--- config.mk ---
export PLATFORM = sky130hd
export DESIGN_NAME = fetch_unit_pipelined_flat
export DESIGN_NICKNAME = d
export VERILOG_FILES = /design/src/rtl/fetch_pkg.sv /design/src/rtl/fetch_unit_pipelined_if.sv /design/src/rtl/fetch_buffer.sv /design/src/rtl/fetch_unit_pipelined.sv /design/src/flat_wrapper.sv
export SDC_FILE = /design/constraint.sdc
export NUM_CORES = 1
export LEC_CHECK = 0
export CAP_MARGIN = 20
export CORE_MARGIN = 1
export CORE_UTILIZATION = 59
export CTS_CLUSTER_SIZE = 14
export DETAILED_ROUTE_END_ITERATION = 12
export GPL_TIMING_DRIVEN = 0
export PLACE_DENSITY = 0.88
export SKIP_LAST_GASP = 1
export SLEW_MARGIN = 0
export SYNTH_ARGS = -nofsm -noshare
export SYNTH_HDL_FRONTEND = slang
export SYNTH_SLANG_ARGS = --single-unit
--- constraint.sdc ---
create_clock -name clk -period 3.5 [get_ports clk]
set_input_delay 0.525 -clock clk [delete_from_list [all_inputs] [get_ports clk]]
set_output_delay 0.525 -clock clk [all_outputs]
set_load 0.01 [all_outputs]
--- src/rtl/fetch_pkg.sv ---
// Shared types, constants and the branch-offset helper for the fetch front end.
package fetch_pkg;

    typedef enum logic [1:0] {
        BOOT = 2'd0,
        RUN  = 2'd1,
        HOLD = 2'd2
    } fetch_state_t;

    localparam int INSTR_W     = 32;
    localparam int INSTR_BYTES = 4;
    localparam int B_IMM_LSB   = 0;
    localparam int B_IMM_W     = 26;
    localparam int CB_IMM_LSB  = 5;
    localparam int CB_IMM_W    = 19;

    // Byte offset of a taken branch (imm << 2), sign-extended to 32 bits.
    // Callers sign-extend or truncate this to their own address width.
    function automatic logic [31:0] branch_offset(input logic uncond,
                                                  input logic [INSTR_W-1:0] instr);
        logic [31:0] off;
        if (uncond) begin
            off = {{(32 - B_IMM_W - 2){instr[B_IMM_LSB + B_IMM_W - 1]}},
                   instr[B_IMM_LSB +: B_IMM_W], 2'b00};
        end else begin
            off = {{(32 - CB_IMM_W - 2){instr[CB_IMM_LSB + CB_IMM_W - 1]}},
                   instr[CB_IMM_LSB +: CB_IMM_W], 2'b00};
        end
        return off;
    endfunction

endpackage

--- src/rtl/fetch_unit_pipelined_if.sv ---
// Fetch-unit bus bundle: instruction memory, decode handshake and redirect.
// master = fetch unit, slave = memory/decode environment.
interface fetch_unit_pipelined_if #(
    parameter int ADDR_W = 64
);
    import fetch_pkg::*;

    logic                imem_req;
    logic [ADDR_W-1:0]   imem_addr;
    logic [INSTR_W-1:0]  imem_rdata;
    logic                if_valid;
    logic [INSTR_W-1:0]  if_instr;
    logic [ADDR_W-1:0]   if_pc;
    logic                id_ready;
    logic                redirect;
    logic                redirect_uncond;
    logic [ADDR_W-1:0]   redirect_pc;
    logic [INSTR_W-1:0]  redirect_instr;

    modport master (
        output imem_req, imem_addr, if_valid, if_instr, if_pc,
        input  imem_rdata, id_ready, redirect, redirect_uncond, redirect_pc, redirect_instr
    );

    modport slave (
        input  imem_req, imem_addr, if_valid, if_instr, if_pc,
        output imem_rdata, id_ready, redirect, redirect_uncond, redirect_pc, redirect_instr
    );

endinterface

--- src/rtl/fetch_buffer.sv ---
// Small FIFO of {pc, instr} between instruction memory and decode.
// Flush wins over push; a pop in the flush cycle is simply absorbed by the clear.
module fetch_buffer
    import fetch_pkg::*;
#(
    parameter int ADDR_W = 64,
    parameter int DEPTH  = 2,
    localparam int PTR_W = $clog2(DEPTH),
    localparam int CNT_W = PTR_W + 1
) (
    input  logic               clk,
    input  logic               rst_n,
    input  logic               push,
    input  logic [ADDR_W-1:0]  push_pc,
    input  logic [INSTR_W-1:0] push_instr,
    input  logic               pop,
    input  logic               flush,
    output logic [CNT_W-1:0]   count,
    output logic               full,
    output logic               empty,
    output logic [ADDR_W-1:0]  head_pc,
    output logic [INSTR_W-1:0] head_instr
);

    localparam logic [CNT_W-1:0] DEPTH_C = CNT_W'(DEPTH);
    localparam logic [PTR_W-1:0] PTR_ONE = PTR_W'(1);
    localparam logic [CNT_W-1:0] CNT_ONE = CNT_W'(1);

    logic [ADDR_W-1:0]  pc_mem_r    [DEPTH];
    logic [INSTR_W-1:0] instr_mem_r [DEPTH];
    logic [PTR_W-1:0]   wr_ptr_r;
    logic [PTR_W-1:0]   rd_ptr_r;
    logic [CNT_W-1:0]   count_r;
    logic [CNT_W-1:0]   count_nxt_s;
    logic               do_push_s;
    logic               do_pop_s;

    assign empty     = (count_r == '0);
    assign full      = (count_r == DEPTH_C);
    assign count     = count_r;
    assign do_pop_s  = pop && !empty;
    assign do_push_s = push && (!full || do_pop_s);

    // Occupancy update from the accepted push/pop pair.
    always_comb begin
        count_nxt_s = count_r;
        case ({do_push_s, do_pop_s})
            2'b10:   count_nxt_s = count_r + CNT_ONE;
            2'b01:   count_nxt_s = count_r - CNT_ONE;
            default: count_nxt_s = count_r;
        endcase
    end

    // Pointer and count registers; flush returns the FIFO to empty.
    always_ff @(posedge clk or negedge rst_n) begin
        if (!rst_n) begin
            wr_ptr_r <= '0;
            rd_ptr_r <= '0;
            count_r  <= '0;
        end else if (flush) begin
            wr_ptr_r <= '0;
            rd_ptr_r <= '0;
            count_r  <= '0;
        end else begin
            if (do_push_s) wr_ptr_r <= wr_ptr_r + PTR_ONE;
            if (do_pop_s)  rd_ptr_r <= rd_ptr_r + PTR_ONE;
            count_r <= count_nxt_s;
        end
    end

    // Entry storage; nothing is written in a flush cycle.
    always_ff @(posedge clk or negedge rst_n) begin
        if (!rst_n) begin
            for (int i = 0; i < DEPTH; i++) begin
                pc_mem_r[i]    <= '0;
                instr_mem_r[i] <= '0;
            end
        end else if (do_push_s && !flush) begin
            pc_mem_r[wr_ptr_r]    <= push_pc;
            instr_mem_r[wr_ptr_r] <= push_instr;
        end
    end

    // Head view, forced to zero while empty so decode never sees stale data.
    always_comb begin
        if (empty) begin
            head_pc    = '0;
            head_instr = '0;
        end else begin
            head_pc    = pc_mem_r[rd_ptr_r];
            head_instr = instr_mem_r[rd_ptr_r];
        end
    end

endmodule

--- src/rtl/fetch_unit_pipelined.sv ---
// Pipelined instruction-fetch front end: owns the PC, issues sequential
// requests to a 1-cycle memory, buffers responses and handles redirects.
module fetch_unit_pipelined
    import fetch_pkg::*;
#(
    parameter int                ADDR_W   = 64,
    parameter logic [ADDR_W-1:0] RESET_PC = '0,
    parameter int                DEPTH    = 2
) (
    input  logic                    clk,
    input  logic                    startup_n,
    fetch_unit_pipelined_if.master  bus
);

    localparam int CNT_W = $clog2(DEPTH) + 1;
    localparam int OCC_W = CNT_W + 1;

    fetch_state_t       state_r;
    fetch_state_t       state_nxt_s;
    logic [ADDR_W-1:0]  pc_r;
    logic               epoch_r;
    logic               inflight_r;
    logic [ADDR_W-1:0]  inflight_pc_r;
    logic               inflight_epoch_r;

    logic [CNT_W-1:0]   count_s;
    logic               full_s;
    logic               empty_s;
    logic [ADDR_W-1:0]  head_pc_s;
    logic [INSTR_W-1:0] head_instr_s;

    logic               pop_s;
    logic               push_s;
    logic               space_s;
    logic               req_s;
    logic [OCC_W-1:0]   occ_s;
    logic [OCC_W-1:0]   limit_s;
    logic [31:0]        off32_s;
    logic [ADDR_W-1:0]  off_s;
    logic [ADDR_W-1:0]  target_s;
    logic [ADDR_W-1:0]  pc_plus_s;

    // Target is relative to the branch's own PC, never the fetch PC.
    assign off32_s   = branch_offset(bus.redirect_uncond, bus.redirect_instr);
    assign off_s     = ADDR_W'($signed(off32_s));
    assign target_s  = bus.redirect_pc + off_s;
    assign pc_plus_s = pc_r + ADDR_W'(INSTR_BYTES);

    // A request made now lands next cycle, after this cycle's pop has left,
    // so the pop counts as freed space; that keeps one fetch per cycle.
    assign pop_s   = !empty_s && bus.id_ready;
    assign occ_s   = OCC_W'(count_s) + OCC_W'(inflight_r);
    assign limit_s = OCC_W'(DEPTH) + OCC_W'(pop_s);
    assign space_s = (occ_s < limit_s);

    // Responses from before the last redirect carry the old epoch and are dropped.
    assign push_s = inflight_r && (inflight_epoch_r == epoch_r) && (!full_s || pop_s);

    // Next-state and request decode.
    always_comb begin
        state_nxt_s = state_r;
        req_s       = 1'b0;
        if (state_r == RUN) begin
            req_s = space_s;
        end else begin
            req_s = 1'b0;
        end
        if (bus.redirect) begin
            state_nxt_s = RUN;
        end else begin
            case (state_r)
                BOOT:    state_nxt_s = RUN;
                RUN:     state_nxt_s = space_s ? RUN : HOLD;
                HOLD:    state_nxt_s = space_s ? RUN : HOLD;
                default: state_nxt_s = BOOT;
            endcase
        end
    end

    // PC, FSM state, epoch and in-flight request tracking.
    always_ff @(posedge clk or negedge startup_n) begin
        if (!startup_n) begin
            state_r          <= BOOT;
            pc_r             <= RESET_PC;
            epoch_r          <= 1'b0;
            inflight_r       <= 1'b0;
            inflight_pc_r    <= '0;
            inflight_epoch_r <= 1'b0;
        end else begin
            state_r          <= state_nxt_s;
            inflight_r       <= req_s;
            inflight_pc_r    <= pc_r;
            inflight_epoch_r <= epoch_r;
            if (bus.redirect) begin
                pc_r    <= target_s;
                epoch_r <= ~epoch_r;
            end else if (req_s) begin
                pc_r <= pc_plus_s;
            end
        end
    end

    fetch_buffer #(
        .ADDR_W (ADDR_W),
        .DEPTH  (DEPTH)
    ) u_buffer (
        .clk        (clk),
        .rst_n      (startup_n),
        .push       (push_s),
        .push_pc    (inflight_pc_r),
        .push_instr (bus.imem_rdata),
        .pop        (pop_s),
        .flush      (bus.redirect),
        .count      (count_s),
        .full       (full_s),
        .empty      (empty_s),
        .head_pc    (head_pc_s),
        .head_instr (head_instr_s)
    );

    assign bus.imem_req  = req_s;
    assign bus.imem_addr = pc_r;
    assign bus.if_valid  = !empty_s;
    assign bus.if_instr  = head_instr_s;
    assign bus.if_pc     = head_pc_s;

endmodule

--- src/flat_wrapper.sv ---
// flat-port wrapper written by rule: the top's interface ports become plain ports
module fetch_unit_pipelined_flat import fetch_pkg::*;
#(
    parameter int                ADDR_W   = 64,
    parameter logic [ADDR_W-1:0] RESET_PC = '0,
    parameter int                DEPTH    = 2
)
  (clk, startup_n, bus_imem_req, bus_imem_addr, bus_if_valid, bus_if_instr, bus_if_pc, bus_imem_rdata, bus_id_ready, bus_redirect, bus_redirect_uncond, bus_redirect_pc, bus_redirect_instr);
  fetch_unit_pipelined_if #(.ADDR_W(ADDR_W)) bus_i ();
  input  logic clk;
  input  logic startup_n;
  output wire logic [$bits(bus_i.imem_req)-1:0] bus_imem_req;
  output wire logic [$bits(bus_i.imem_addr)-1:0] bus_imem_addr;
  output wire logic [$bits(bus_i.if_valid)-1:0] bus_if_valid;
  output wire logic [$bits(bus_i.if_instr)-1:0] bus_if_instr;
  output wire logic [$bits(bus_i.if_pc)-1:0] bus_if_pc;
  input wire logic [$bits(bus_i.imem_rdata)-1:0] bus_imem_rdata;
  input wire logic [$bits(bus_i.id_ready)-1:0] bus_id_ready;
  input wire logic [$bits(bus_i.redirect)-1:0] bus_redirect;
  input wire logic [$bits(bus_i.redirect_uncond)-1:0] bus_redirect_uncond;
  input wire logic [$bits(bus_i.redirect_pc)-1:0] bus_redirect_pc;
  input wire logic [$bits(bus_i.redirect_instr)-1:0] bus_redirect_instr;
  assign bus_imem_req = bus_i.imem_req;
  assign bus_imem_addr = bus_i.imem_addr;
  assign bus_if_valid = bus_i.if_valid;
  assign bus_if_instr = bus_i.if_instr;
  assign bus_if_pc = bus_i.if_pc;
  assign bus_i.imem_rdata = bus_imem_rdata;
  assign bus_i.id_ready = bus_id_ready;
  assign bus_i.redirect = bus_redirect;
  assign bus_i.redirect_uncond = bus_redirect_uncond;
  assign bus_i.redirect_pc = bus_redirect_pc;
  assign bus_i.redirect_instr = bus_redirect_instr;
  fetch_unit_pipelined #(.ADDR_W(ADDR_W), .RESET_PC(RESET_PC), .DEPTH(DEPTH)) u_core (.clk(clk), .startup_n(startup_n), .bus(bus_i));
endmodule
==> metrics.txt, run 1 <==
initial DRC count a little under 1000; dpl ws -0.973 ns; DRC Markers 0; fin nets between 2000 and 2500; I/O Pins 295; Seq/Total Area, Yosys 0.452; Setup WS post-layout between 0.05 and 0.06 ns; Clk pwr share 0.205; delay-heaviest family, CP simple AND/OR/NAND/NOR gates; Detail Placement HPWL 36500 um; hold path start u_core.bus.imem_addr[0]$_DFFE_PN0P_; most frequent CP cell ha_1; asr flop ratio synth 1.00; Area Overhead vs Synth 25.9%; initial antenna violation count 1; Setup crit start kind flip-flop; NetSw ~5.8 mW; R2R setup slack ~0.25 ns; syn avg cell area ~11 sq um; crit path time final ~3.4 ns; Min-Delay Path Class reg2reg; Seq pwr share 0.397; core area 0.0300 sq mm; count of cell types in the netlist 86; Post-DP Area roughly 0.022 sq mm; Layout Utilization 0.765; CP Cell Sequence ha_1 -> ha_1 -> o21ai_1 -> nor2b_1 -> and2_2 -> clkdlybuf4s50_1; Pint 10.7 mW; Rows 63; origin of the worst setup path u_core.u_buffer.count[0]$_DFFE_PN0P_; gpl congestion 0.980; RR Startpoint u_core.u_buffer.count[0]$_DFFE_PN0P_; Final Skew roughly 0.022 ns; instance count on the critical path 6; crit path DAT a little under 3 ns; CTS sink cnt approximately 330; ys flop type dfrtp_1; Crit. End Element output pin; Worst Path Required between 2 and 3 ns; Final setup violation count 0; leak pwr ~9.6 nW; power per cell area around 700 mW/mm^2; worst vdd ir approximately 0.00038 V; max-capacitance violation count 0; routed vias/inst around 6.0; Ys Warns 0; post-route design area roughly 0.023 sq mm; vias 14700; post-DR wirelength/cell around 21 um; drt pass-1 iters 7; #FFs+latches synth between 300 and 400; period utilization 0.985; Syn Std Cell Area between 0.015 and 0.02 sq mm; Post-synth EDFFs 0; DRT antenna net count 0; CP Capture Point bus_imem_req; Slew Limit Fails 0; syn_nets between 1500 and 2000; CTS Buf Count 30; H-tree depth 1; IO buf count about 290; Worst-path clk slew ~0.070 ns; Setup CP Type reg2out; CTS Buffer Depth 3; Die X roughly 180 um; Rel. slew slack 0.443; Root Driver clkbuf_16; Starting Density 0.608; critical path's largest stage delay 0.58 ns; All-Layer GR Usage 0.328; GRT Residual Overflow 0; CP max-delay cell clkdlybuf4s50_1; Slew @ Worst Pin roughly 0.84 ns; CTS tree built; Post-Synthesis Cells 1693; final WL between 50000 and 60000 um; Sw Ratio 0.350; Die ar. around 0.032 sq mm; Comb power frac 0.398; first-pass GRT wire length roughly 80000 um; share of cells above drive strength 1 0.182; Clock Latency Late Sink approximately 0.57 ns; largest net degree at the start of global routing about 140; Fin. Hold Viols 0; CP Max Fanout 6; Die Y-Extent around 180 um; Reg-to-Reg End u_core.bus.imem_addr[58]$_DFFE_PN0N_; CP bufs+invs 1; Worst R2R Path Depth 10; Fmax approximately 290 MHz; status finished, final reports clean; number of global-route vias before repair roughly 15000
## synth_stat cells, drive strengths merged (3+ instances only)
cell    count  share of area
a211oi     12         0.0063
a21boi      6         0.0027
a21o       34          0.014
a21oi     100          0.030
a31o        4         0.0019
a31oi       8         0.0034
and2       12         0.0042
and3       16         0.0058
and4        5         0.0024
buf        35          0.010
clkbuf     50          0.011
dfrtp     329           0.45
ha         67          0.046
inv        30         0.0062
mux2      213           0.13
mux2i     107          0.059
nand2     117          0.025
nand2b      7         0.0024
nand3      42          0.012
nand4      27          0.010
nor2      183          0.038
nor2b      10         0.0034
nor3       20         0.0058
nor3b       5         0.0021
nor4        9         0.0047
o211ai      6         0.0030
o21a        9         0.0037
o21ai      59          0.017
o21bai     11         0.0045
o311a       3         0.0017
or3         5         0.0017
xnor2      56          0.027
xor2       61          0.029
## final cells by class
type	count	area, sq um
Sequential cell	329	8230
Antenna cell	1	2.50
Tap cell	390	488
Clock buffer	46	882
Multi-Input combinational cell	1251	9670
Timing Repair Buffer	301	3020
Buffer	78	389
Fill cell	1955	7040
Inverter	30	113
Clock inverter	6	114
## state kept, by name, summed over array words and instances, names as in the netlist
name,count
u_core.u_buffer.count,2
u_core.u_buffer.rd_ptr_r,1
u_core.inflight_pc_r,64
u_core.epoch_r,1
u_core.u_buffer.instr_mem_r,64
u_core.state_r,2
u_core.u_buffer.pc_mem_r,128
u_core.inflight_r,1
u_core.u_buffer.wr_ptr_r,1
u_core.bus.imem_addr,64
u_core.inflight_epoch_r,1
## layout by cell type, fill, tap and decap left out, types with 12 or more instances in the layout
cell,synthesis,final
clkbuf_1,49,46
a21o_1,34,34
clkdlybuf4s50_1,0,284
inv_1,30,30
xor2_1,61,61
and3_1,15,15
clkbuf_16,0,31
buf_2,16,16
xnor2_1,56,55
buf_1,15,14
buf_4,0,13
mux2i_1,107,107
dfrtp_1,329,329
mux2_2,213,213
o21ai_0,48,48
ha_1,67,62
a21oi_2,8,12
nand2_1,114,111
a21oi_1,91,86
nand3_1,40,40
nand4_1,25,25
nor3_1,19,19
nor2_1,181,180
## what timing repair did
item,in CTS,in global routing
pin swaps,3,13
buffers inserted,4,7
setup endpoints to repair,46,29
gates cloned,1,1
hold endpoints to repair,21,0
hold buffers,1,0
resized for setup,18,25
## how the worst min path moves through the flow
| stage | end | slack, ns | cells after the start |
|---|---|---|---|
| floorplan | u_core.bus.imem_addr[0]$_DFFE_PN0P_ | 0.23 | 0 |
| global placement | u_core.inflight_pc_r[0]$_DFF_PN0_ | 0.38 | 0 |
| detailed placement | u_core.inflight_pc_r[0]$_DFF_PN0_ | 0.40 | 0 |
| CTS | u_core.inflight_pc_r[0]$_DFF_PN0_ | 0.42 | 0 |
| global route | u_core.inflight_pc_r[1]$_DFF_PN0_ | 0.44 | 0 |
| finish | u_core.inflight_pc_r[0]$_DFF_PN0_ | 0.42 | 0 |
## cell families after synthesis
| group | after synthesis | share of synthesized area |
|---|---|---|
| xor gates and xnor gates | 117 | 0.0563 |
| DFF | 329 | 0.452 |
| buffers and inverters | 115 | 0.0275 |
| and+or+nand+nor | 467 | 0.122 |
| muxes | 320 | 0.191 |
| adders and majority gates | 68 | 0.0472 |
| AOI/OAI and AO/OA | 277 | 0.104 |
## per-stage QoR
stage | cells | TNS [ns] | hold WS [ns] | total power, mW
after floorplan | 1693 | 0 | 0.229 | 10.1
after global placement | 2369 | -3695.64 | 0.385 | 12.4
after detailed placement | 2371 | -18.00 | 0.395 | 12.8
after CTS | 2427 | 0 | 0.424 | 16.4
after global routing | 2432 | -0.0271 | 0.443 | 17.2
final | 2432 | 0 | 0.422 | 16.5
## layer usage
| metal | share of wire | wire, um | up-vias | track usage |
|---|---|---|---|---|
| met5 | 0 | 0 | - | 0 |
| met4 | 0.043 | 2230 | 0 | 0.135 |
| met3 | 0.055 | 2840 | 129 | 0.0336 |
| met2 | 0.47 | 24600 | 561 | 0.536 |
| met1 | 0.43 | 22300 | 7319 | 0.448 |
| li1 | - | - | 6655 | - |
## power groups by stage
stage | combinational (mW) | sequential, mW | clock [mW]
after floorplan | 3.95 | 6.16 | 0
after global placement | 6.09 | 6.31 | 0
after detailed placement | 6.31 | 6.46 | 0
after CTS | 6.50 | 6.48 | 3.37
after global routing | 7.01 | 6.68 | 3.53
final | 6.56 | 6.55 | 3.37
Power figures use the tool's default switching activity.
==> run 2: changes to the inputs <==
--- a/config.mk
+++ b/config.mk
@@ -5,12 +5,15 @@
 export SDC_FILE = /design/constraint.sdc
 export NUM_CORES = 1
 export LEC_CHECK = 0
-export CAP_MARGIN = 20
+export CAP_MARGIN = 10
+export CELL_PAD_IN_SITES_DETAIL_PLACEMENT = 1
+export CELL_PAD_IN_SITES_GLOBAL_PLACEMENT = 2
 export CORE_MARGIN = 1
-export CORE_UTILIZATION = 59
+export CORE_UTILIZATION = 38
 export CTS_CLUSTER_SIZE = 14
 export DETAILED_ROUTE_END_ITERATION = 12
 export GPL_TIMING_DRIVEN = 0
+export MAX_ROUTING_LAYER = met4
 export PLACE_DENSITY = 0.88
 export SKIP_LAST_GASP = 1
 export SLEW_MARGIN = 0
==> run 2 against run 1 <==
Against the previous run:
- the run now ends with DRC left
- via count decreased by 3.9%
- worst setup slack improved by 0.044 ns
- worst hold slack got worse by 0.38 ns
- sequential power decreased by 1%
- die area increased by 55%
- sequential share of layout area decreased by 0.89 points
- global-route usage decreased by 9.1 points
- sequential cell count unchanged
- clock-buffer cell count increased by 2
- first-iteration DRC count decreased by 12%
- highest routed layer unchanged
==> metrics.txt, run 2 (synthesis results as in run 1) <==
Die X 221 um (+24%); instance count on the critical path 6 (unchanged); Slew Limit Fails 0 (unchanged); drt pass-1 iters 9 (+2); CTS tree built; CP max-delay cell clkdlybuf4s50_1; Die ar. 0.0488 sq mm (+55%); CP Cell Sequence clkbuf_1 -> clkbuf_8 -> clkbuf_2 -> mux2i_1 -> nor2_1 -> clkdlybuf4s50_1; fin nets 2227 (+0.23%); share of cells above drive strength 1 0.198 (+0.0158); initial DRC count 859 (-12%); dpl ws -1.24 ns (-0.269 ns); crit path DAT 2.88 ns (-0.04 ns); DRT antenna net count 0 (unchanged); Die Y-Extent 221 um (+24%); first-pass GRT wire length 88200 um (+9.3%); largest reg by FF count u_core.u_buffer.pc_mem_r; period utilization 0.972 (-0.0125); I/O Pins 295 (unchanged); Post-DP Area 0.0219 sq mm (+1.3%); CTS Buf Count 34 (+13%); worst hold slack 0.0433 ns (-0.379 ns); R2R setup slack 0.21 ns (-0.04 ns); gr busiest metal met2; Slew @ Worst Pin 1.11 ns (+0.277 ns); setup TNS after final layout 0 ns (unchanged); Detail Placement HPWL 42500 um (+17%); GR Util met1 0.297 (-0.151); status complete, but fails checks; Final setup violation count 0 (unchanged); Area Overhead vs Synth 29.1%; Worst R2R Path Depth 10 (unchanged); CP Max Fanout 10 (+4); GR Util met2 0.392 (-0.144); routed vias/inst 5.30 (-12%); Setup CP Type reg2out; met3 Usage GRT 0.0288 (-0.00482); vias 14100 (-3.9%); Root Driver clkbuf_16; Fmax 294 MHz (+1.3%); Worst Path Required 2.97 ns (about the same); post-DR wirelength/cell 21.2 um (-0.50%); CTS sink cnt 329 (unchanged); Inserted Diodes 0 (-1); GRT Residual Overflow 0 (unchanged); Rel. slew slack 0.253 (-0.190); Final Skew 0.00981 ns (-0.0118 ns); Starting Density 0.388 (-0.219); gpl congestion 0.872 (-11%); critical path's largest stage delay 0.53 ns (-0.05 ns); DRC Markers 14 (+14); largest net degree at the start of global routing 113 (-18%); Min-Delay Path Class in2async; RR Startpoint u_core.u_buffer.count[0]$_DFFE_PN0P_; max-capacitance violation count 0 (unchanged); delay-heaviest family, CP buffers and inverters; worst vdd ir 0.000323 V (-15%); number of global-route vias before repair 15300 (+3.2%); RSZ-0062 raised after global routing yes; initial antenna violation count 0 (-1); origin of the worst setup path u_core.u_buffer.rd_ptr_r$_DFFE_PN0P_; failing checks DRC; Reg-to-Reg End u_core.bus.imem_addr[62]$_DFFE_PN0N_; All-Layer GR Usage 0.236 (-0.0914); Worst-path clk slew 0.06 ns (about the same); CP bufs+invs 4 (+3); CTS Buffer Depth 3 (unchanged); core area 0.0469 sq mm (+56%); crit path time final 3.40 ns (-0.0436 ns); post-route design area 0.0235 sq mm (+2.5%); final WL 56400 um (+8.7%); Setup WS post-layout 0.0963 ns (+0.0436 ns); H-tree depth 2 (+1); leak pwr 9.68 nW (+1.2%); Clock Latency Late Sink 0.52 ns (-0.05 ns); commonest non-fill, non-tap cell in the layout dfrtp_1; IO buf count 286 (unchanged); commonest non-fill, non-tap cells in the layout dfrtp_1 (329), clkdlybuf4s50_1 (284), mux2_2 (213); Fin. Hold Viols 0 (unchanged); max reg flops 128 (unchanged); CP Capture Point bus_if_pc[38]; Setup crit start kind flip-flop; Hold-fix buffers, CTS 0 (-1); Crit. End Element output pin; power per cell area 716 mW/mm^2 (-0.40%); Rows 79 (+25%)
## run 2: cell types whose count changed in the layout (fill, tap and decap cells not counted), moves of 4 or more
cell	delta
a21oi_1	-4
clkbuf_1	-7
clkbuf_16	+6
clkinv_2	+6
ha_1	-10
ha_2	+9
## run 2: final cells by class
| class | count | area (sq um) |
|---|---|---|
| buffer | 78 | 398 |
| clock buffer | 48 | 1040 |
| clock inverter | 12 | 141 |
| fill | 5047 | 23400 |
| inverter | 30 | 113 |
| multi-input combinational | 1252 | 9770 |
| sequential | 329 | 8230 |
| tap | 607 | 759 |
| timing repair buffer | 301 | 3050 |
## run 2: what timing repair did
item                                    4_1_cts  5_1_grt
pin swaps                                     7       22
gates cloned                                  2        1
hold endpoints to repair                      0        0
resized for setup                            30       35
endpoints found under the setup margin       61       25
buffers inserted                              7        6
## run 2: layer usage
metal / part of all wire / up-vias
li1: - / 6661
met2: 0.49 / 258
met3: 0.034 / 100
met1: 0.44 / 7068
met5: 0 / -
met4: 0.036 / 0
## run 2: power breakdown
part | switching, mW | total [mW] | internal (mW) | leakage, nW
combinational | 3.14 | 6.57 | 3.43 | 5.21
sequential | 1.12 | 6.46 | 5.35 | 3.89
clock | 1.50 | 3.79 | 2.29 | 0.585
total | 5.76 | 16.8 | 11.1 | 9.68
## run 2: metrics by stage
| step | util | std cells | total power [mW] |
|---|---|---|---|
| 6_report | 0.502 | 2657 | 16.8 |
| 5_1_grt | 0.502 | 2657 | 17.8 |
| 4_1_cts | 0.497 | 2653 | 16.9 |
| 3_5_place_dp | 0.468 | 2588 | 12.9 |
| 3_3_place_gp | 0.466 | 2586 | 12.6 |
| 2_1_floorplan | - | 1693 | 10.1 |
## run 2: worst min path at each step
stage                                              from                             endpoint  slack, ns  cells past startpoint
global route                                  startup_n  u_core.bus.imem_addr[4]$_DFFE_PN0N_       0.12                      1
floorplan                                     startup_n  u_core.bus.imem_addr[0]$_DFFE_PN0P_       0.23                      0
detailed placement  u_core.bus.imem_addr[1]$_DFFE_PN0P_    u_core.inflight_pc_r[1]$_DFF_PN0_       0.43                      0
global placement    u_core.bus.imem_addr[1]$_DFFE_PN0P_    u_core.inflight_pc_r[1]$_DFF_PN0_       0.40                      0
CTS                                           startup_n  u_core.bus.imem_addr[3]$_DFFE_PN0N_       0.07                      1
finish                                        startup_n  u_core.bus.imem_addr[3]$_DFFE_PN0N_       0.04                      1
